===== src/rtl/vga_sync_gen.sv =====
// vga_sync_gen: single-axis VGA timing generator sequencing sync, back porch, active and front porch
// with tick gating, programmable sync polarity, pixel indexing and synchronous restart.
module vga_sync_gen #(
  parameter int CNT_W    = 12,
  parameter int SYNC_LEN = 384,
  parameter int BP_LEN   = 192,
  parameter int ACT_LEN  = 2560,
  parameter int FP_LEN   = 64,
  parameter int DIV      = 4,
  parameter int PIX_W    = 10,
  parameter bit SYNC_POL = 1'b0
) (
  input  logic             clk,
  input  logic             reset,
  input  logic             tick,
  input  logic             restart,
  output logic             sync,
  output logic             active,
  output logic [PIX_W-1:0] pix_idx,
  output logic             period_end
);
  localparam int SUB_W = DIV > 1 ? $clog2(DIV) : 1;
  typedef enum logic [1:0] {SYNC_S, BP_S, ACT_S, FP_S} state_t;
  state_t state, state_nxt;
  logic [CNT_W-1:0] cnt, cnt_nxt, cnt_last;
  logic [SUB_W-1:0] sub, sub_nxt;
  logic [PIX_W-1:0] pix_nxt;
  logic adv, stay_act, sub_wrap, sync_nxt, active_nxt, period_end_nxt;
  assign cnt_last = state == SYNC_S ? CNT_W'(SYNC_LEN - 1) :
                    state == BP_S   ? CNT_W'(BP_LEN - 1)   :
                    state == ACT_S  ? CNT_W'(ACT_LEN - 1)  : CNT_W'(FP_LEN - 1);
  assign adv = tick && cnt == cnt_last;
  // pixel counters only run while remaining in ACT; any exit or entry zeroes them
  assign stay_act = state == ACT_S && !restart && !adv;
  assign sub_wrap = sub == SUB_W'(DIV - 1);
  always_ff @(posedge clk or negedge reset)
    if (!reset) state <= SYNC_S;
    else state <= state_nxt;
  always_comb begin
    state_nxt = state;
    if (restart) state_nxt = SYNC_S;
    else if (adv) state_nxt = state == SYNC_S ? BP_S : state == BP_S ? ACT_S : state == ACT_S ? FP_S : SYNC_S;
    cnt_nxt = restart ? '0 : !tick ? cnt : adv ? '0 : cnt + 1'b1;
  end
  always_comb begin
    sync_nxt       = state_nxt == SYNC_S ? SYNC_POL : ~SYNC_POL;
    active_nxt     = state_nxt == ACT_S;
    period_end_nxt = !restart && adv && state == FP_S;
    sub_nxt        = !stay_act ? '0 : !tick ? sub : sub_wrap ? '0 : sub + 1'b1;
    pix_nxt        = !stay_act ? '0 : (tick && sub_wrap) ? pix_idx + 1'b1 : pix_idx;
  end
  always_ff @(posedge clk or negedge reset)
    if (!reset) begin
      cnt        <= '0;
      sub        <= '0;
      pix_idx    <= '0;
      sync       <= SYNC_POL;
      active     <= 1'b0;
      period_end <= 1'b0;
    end else begin
      cnt        <= cnt_nxt;
      sub        <= sub_nxt;
      pix_idx    <= pix_nxt;
      sync       <= sync_nxt;
      active     <= active_nxt;
      period_end <= period_end_nxt;
    end
endmodule


===== config.mk =====
export PLATFORM = sky130hd
export DESIGN_NAME = vga_sync_gen
export DESIGN_NICKNAME = d
export VERILOG_FILES = /design/src/rtl/vga_sync_gen.sv
export SDC_FILE = /design/constraint.sdc
export NUM_CORES = 1
export LEC_CHECK = 0
export ABC_AREA = 1
export CORE_AREA = 2 2 55 70
export DETAILED_ROUTE_END_ITERATION = 10
export DIE_AREA = 0 0 57 72
export PLACE_DENSITY = 0.75
export SLEW_MARGIN = 20
export SYNTH_ARGS = -nofsm -noshare
export SYNTH_HDL_FRONTEND = slang
export SYNTH_SLANG_ARGS = --single-unit

===== constraint.sdc =====
create_clock -name clk -period 3.35 [get_ports clk]
set_input_delay 0.335 -clock clk [delete_from_list [all_inputs] [get_ports clk]]
set_output_delay 0.335 -clock clk [all_outputs]
set_load 0.01 [all_outputs]

==> flow_summary.json <==
{
  "tightest_slew_ns": 0.4609,
  "synth_cells": 211,
  "synth.top_cells.by_area": "sky130_fd_sc_hd__dfrtp_1, sky130_fd_sc_hd__nand2_1, sky130_fd_sc_hd__nor2_1, sky130_fd_sc_hd__ha_1, sky130_fd_sc_hd__inv_1",
  "cp_max_fo": 6,
  "fin_util_pct": 56.98,
  "pwr-share-seq_pct": 50.1,
  "drv_slew": 0,
  "area_growth_syn_to_layout_pct": 17.84,
  "avgSynthCellArea_um2": 7.845,
  "grt_setup_unrepaired": "no",
  "use_met3_pct": 3.209,
  "cp_num_cells": 11,
  "totalNegativeSetupSlack_ns": 0,
  "post_route_cells_drive_above_1_share_pct": 8.120,
  "cp-end-kind": "flip-flop",
  "drtAntennaViolNets": 0,
  "critical_path.startpoint_type": "flip-flop",
  "drtIter0Drc": 49,
  "clkLatencyLatePin_ns": 0.28,
  "cts.repair_timing.setup_buffer_count": 0,
  "number_of_global_route_vias_before_repair": 1383,
  "netlist.area_leader.share_pct": 43.84,
  "worstPathCellList": "inv_1 > ha_1 > nor2_1 > inv_1 > nand2_1 > nand2_1 > nor2_1 > nand2_1 > nand2_1 > nand3_1 > nor2_1",
  "power.ir.vdd_worst_uv": 305.7,
  "wl_um": 3207,
  "globalRouteMet2Util_pct": 31.16,
  "tritoncts.num_buffers": 5,
  "reg2reg_setup_slack_ns": 1.47,
  "cts_tree": "done",
  "io_pins": 17,
  "global_route_layer_with_the_greatest_usage": "met2",
  "global_route.overflow_total": 0,
  "number_of_warnings_reported_in_the_yosys_synthesis_log": 0,
  "met1_usage_pct": 20.91,
  "switching_power_mw": 0.1605,
  "power.density_cell_area_nw_per_um2": 362.7,
  "number_of_failing_setup_endpoints_in_the_final_timing_report": 0,
  "clk_root_buffer_cell": "sky130_fd_sc_hd__clkbuf_8",
  "r2r.worst_path.cells": 11,
  "total_vias_in_the_final_route": 1362,
  "floorplan.core_area_um2": 3423,
  "worstPathRequired_ns": 3.56,
  "globalplace.congestion": 0.8010,
  "number_of_antenna_diodes": 0,
  "timing_worst_setup_path_type": "flip-flop to flip-flop",
  "crit_path_max_incr_delay_ns": 0.42,
  "wire_length_of_the_first_global_routing_pass_um": 5782,
  "critPathMostFrequentCell": "sky130_fd_sc_hd__nand2_1",
  "maximum_frequency_from_static_timing_analysis_ghz": 0.5321,
  "p_comb_share_pct": 4.1,
  "sequential_share_of_the_synthesized_area_pct": 43.84,
  "p_clk_share_pct": 45.8,
  "antenna_found_initial": 0,
  "cap_viol_max_count": 0,
  "placement.io_buffers": 16,
  "outcome": "completed",
  "first_pass_iters": 4,
  "synth_seq_cells": 29,
  "finalHoldViolCount": 0,
  "cts.reportedPaths.clkPinSlew_ns": 0.07,
  "worstHoldPathType": "primary input to async pin",
  "grt_use_total_pct": 18.04,
  "worst-endpoint-arrival_ns": 2.09,
  "ctsLongestPathBuffers": 2,
  "p_int_mw": 0.5469,
  "critical_path.top_delay_family": "simple AND/OR/NAND/NOR gates",
  "power_switching_share_pct": 22.69,
  "synth_cell_area_um2": 1655,
  "final.min_clock_period_ns": 1.879,
  "number_of_distinct_library_cells_after_synthesis": 23,
  "detailedPlacementHpwl_um": 2302,
  "htree_levels": 2,
  "slew-limit-headroom_pct": 69.18,
  "worst_path_max_delay_cell": "sky130_fd_sc_hd__dfrtp_1",
  "post-route-drc-count": 0,
  "initial_utilization_pct": 48.36,
  "die_area_um2": 4104,
  "die-width_um": 57,
  "commonest_cells_after_routing_fill_and_taps_aside": "sky130_fd_sc_hd__nand2_1, sky130_fd_sc_hd__nor2_1, sky130_fd_sc_hd__dfrtp_1, sky130_fd_sc_hd__inv_1, sky130_fd_sc_hd__clkdlybuf4s50_1",
  "die_y_um": 72,
  "leakage_nw": 0.9176,
  "avgViaCountPerCell": 4.989,
  "layout_commonest_cell": "sky130_fd_sc_hd__nand2_1",
  "cts_repair_resize_count": 0,
  "period_share_pct": 56.10,
  "row_count": 24,
  "cts.sinks": 29,
  "synth_top_area_cell": "sky130_fd_sc_hd__dfrtp_1",
  "wire_length_per_cell_um": 11.75,
  "cts_hold_repair.buffers": 0,
  "worstPathBufferInverterCount": 2,
  "synthesis.nets": 222,
  "grt_max_degree": 30,
  "num-nets-final": 244,
  "timing.clock.skew_ns": 0.005333
}
==> synthesized netlist by cell type <==
library cell                n
sky130_fd_sc_hd__nor3_1     3
sky130_fd_sc_hd__and3_1     2
sky130_fd_sc_hd__inv_1     22
sky130_fd_sc_hd__nor2_4     2
sky130_fd_sc_hd__nand3_1   12
sky130_fd_sc_hd__nand2_1   57
sky130_fd_sc_hd__dfrtp_1   29
sky130_fd_sc_hd__inv_2      1
sky130_fd_sc_hd__nand3b_1   1
sky130_fd_sc_hd__o41ai_1    1
sky130_fd_sc_hd__a31oi_1    2
sky130_fd_sc_hd__mux2i_1    1
sky130_fd_sc_hd__buf_6      2
sky130_fd_sc_hd__a21oi_1    1
sky130_fd_sc_hd__nand4_1    4
sky130_fd_sc_hd__xnor2_1    3
sky130_fd_sc_hd__ha_1       7
sky130_fd_sc_hd__nand3_2    2
sky130_fd_sc_hd__o21ai_0    8
sky130_fd_sc_hd__xor2_1     8
sky130_fd_sc_hd__nor2_1    38
sky130_fd_sc_hd__nor2_2     3
sky130_fd_sc_hd__nand2_4    2
==> power by group through the flow <==
stage                     Sequential [mW]  Combinational, mW  Clock, mW
after floorplan                     0.361             0.0151          0
after global placement              0.361             0.0291          0
after detailed placement            0.361             0.0295          0
after CTS                           0.355             0.0295      0.328
after global routing                0.354             0.0337      0.345
final                               0.355             0.0287      0.324
==> state kept, by name, summed over array words and instances (netlist names) <==
register and cells:
period_end 1, state 2, pix_idx 10, sync 1
cnt 12, active 1, sub 2
==> per-stage QoR <==
stage               std cells  total power [mW]  hold WS [ns]  worst slack (ns)  cell area [um^2]
detailed placement        265            0.3905        0.5107             1.312              1849
finish                    273            0.7075        0.4351             1.471              1951
global route              273            0.7329        0.4746             1.272              1951
global placement          265            0.3901        0.4960             1.360              1849
floorplan                 211            0.3757       0.03941             1.694              1655
CTS                       273            0.7123        0.4492             1.465              1951
==> layout make-up <==
class | count | area [um^2]
Clock buffer | 7 | 96.34
Inverter | 23 | 86.33
Sequential cell | 29 | 725.7
Clock inverter | 1 | 5.005
Timing Repair Buffer | 17 | 167.7
Multi-Input combinational cell | 157 | 820.8
Tap cell | 39 | 48.80
Fill cell | 343 | 1473
==> worst paths after layout <==
check,startpoint,endpoint
worst min-delay path,reset,cnt[7]$_DFFE_PN0P_
worst max-delay path,state[0]$_DFF_PN0_,active$_DFF_PN0_
max in group asynchronous,reset,pix_idx[0]$_DFFE_PN0P_
worst max register to register,state[0]$_DFF_PN0_,active$_DFF_PN0_
min in group clk,cnt[1]$_DFFE_PN0P_,cnt[1]$_DFFE_PN0P_
worst min register to register,cnt[1]$_DFFE_PN0P_,cnt[1]$_DFFE_PN0P_
==> per-layer routing <==
metal	up-vias	share of wire (%)	routed length, um
li1	703	-	-
met1	631	46	1460
met2	23	49	1583
met3	5	3.4	110
met4	0	1.7	54
met5	-	0	0
==> kinds of logic after synthesis <==
family	count (synthesis)	share of synthesized area, %
XOR/XNOR	11	5.821
AO/OA/AOI/OAI	12	4.006
adder cells (fa/ha/maj)	7	5.291
buffers and inverters	25	6.576
multiplexers	1	0.6047
flip-flops	29	43.84
AND/OR/NAND/NOR	126	33.86
Note: power is estimated with default switching activity, not from simulation.
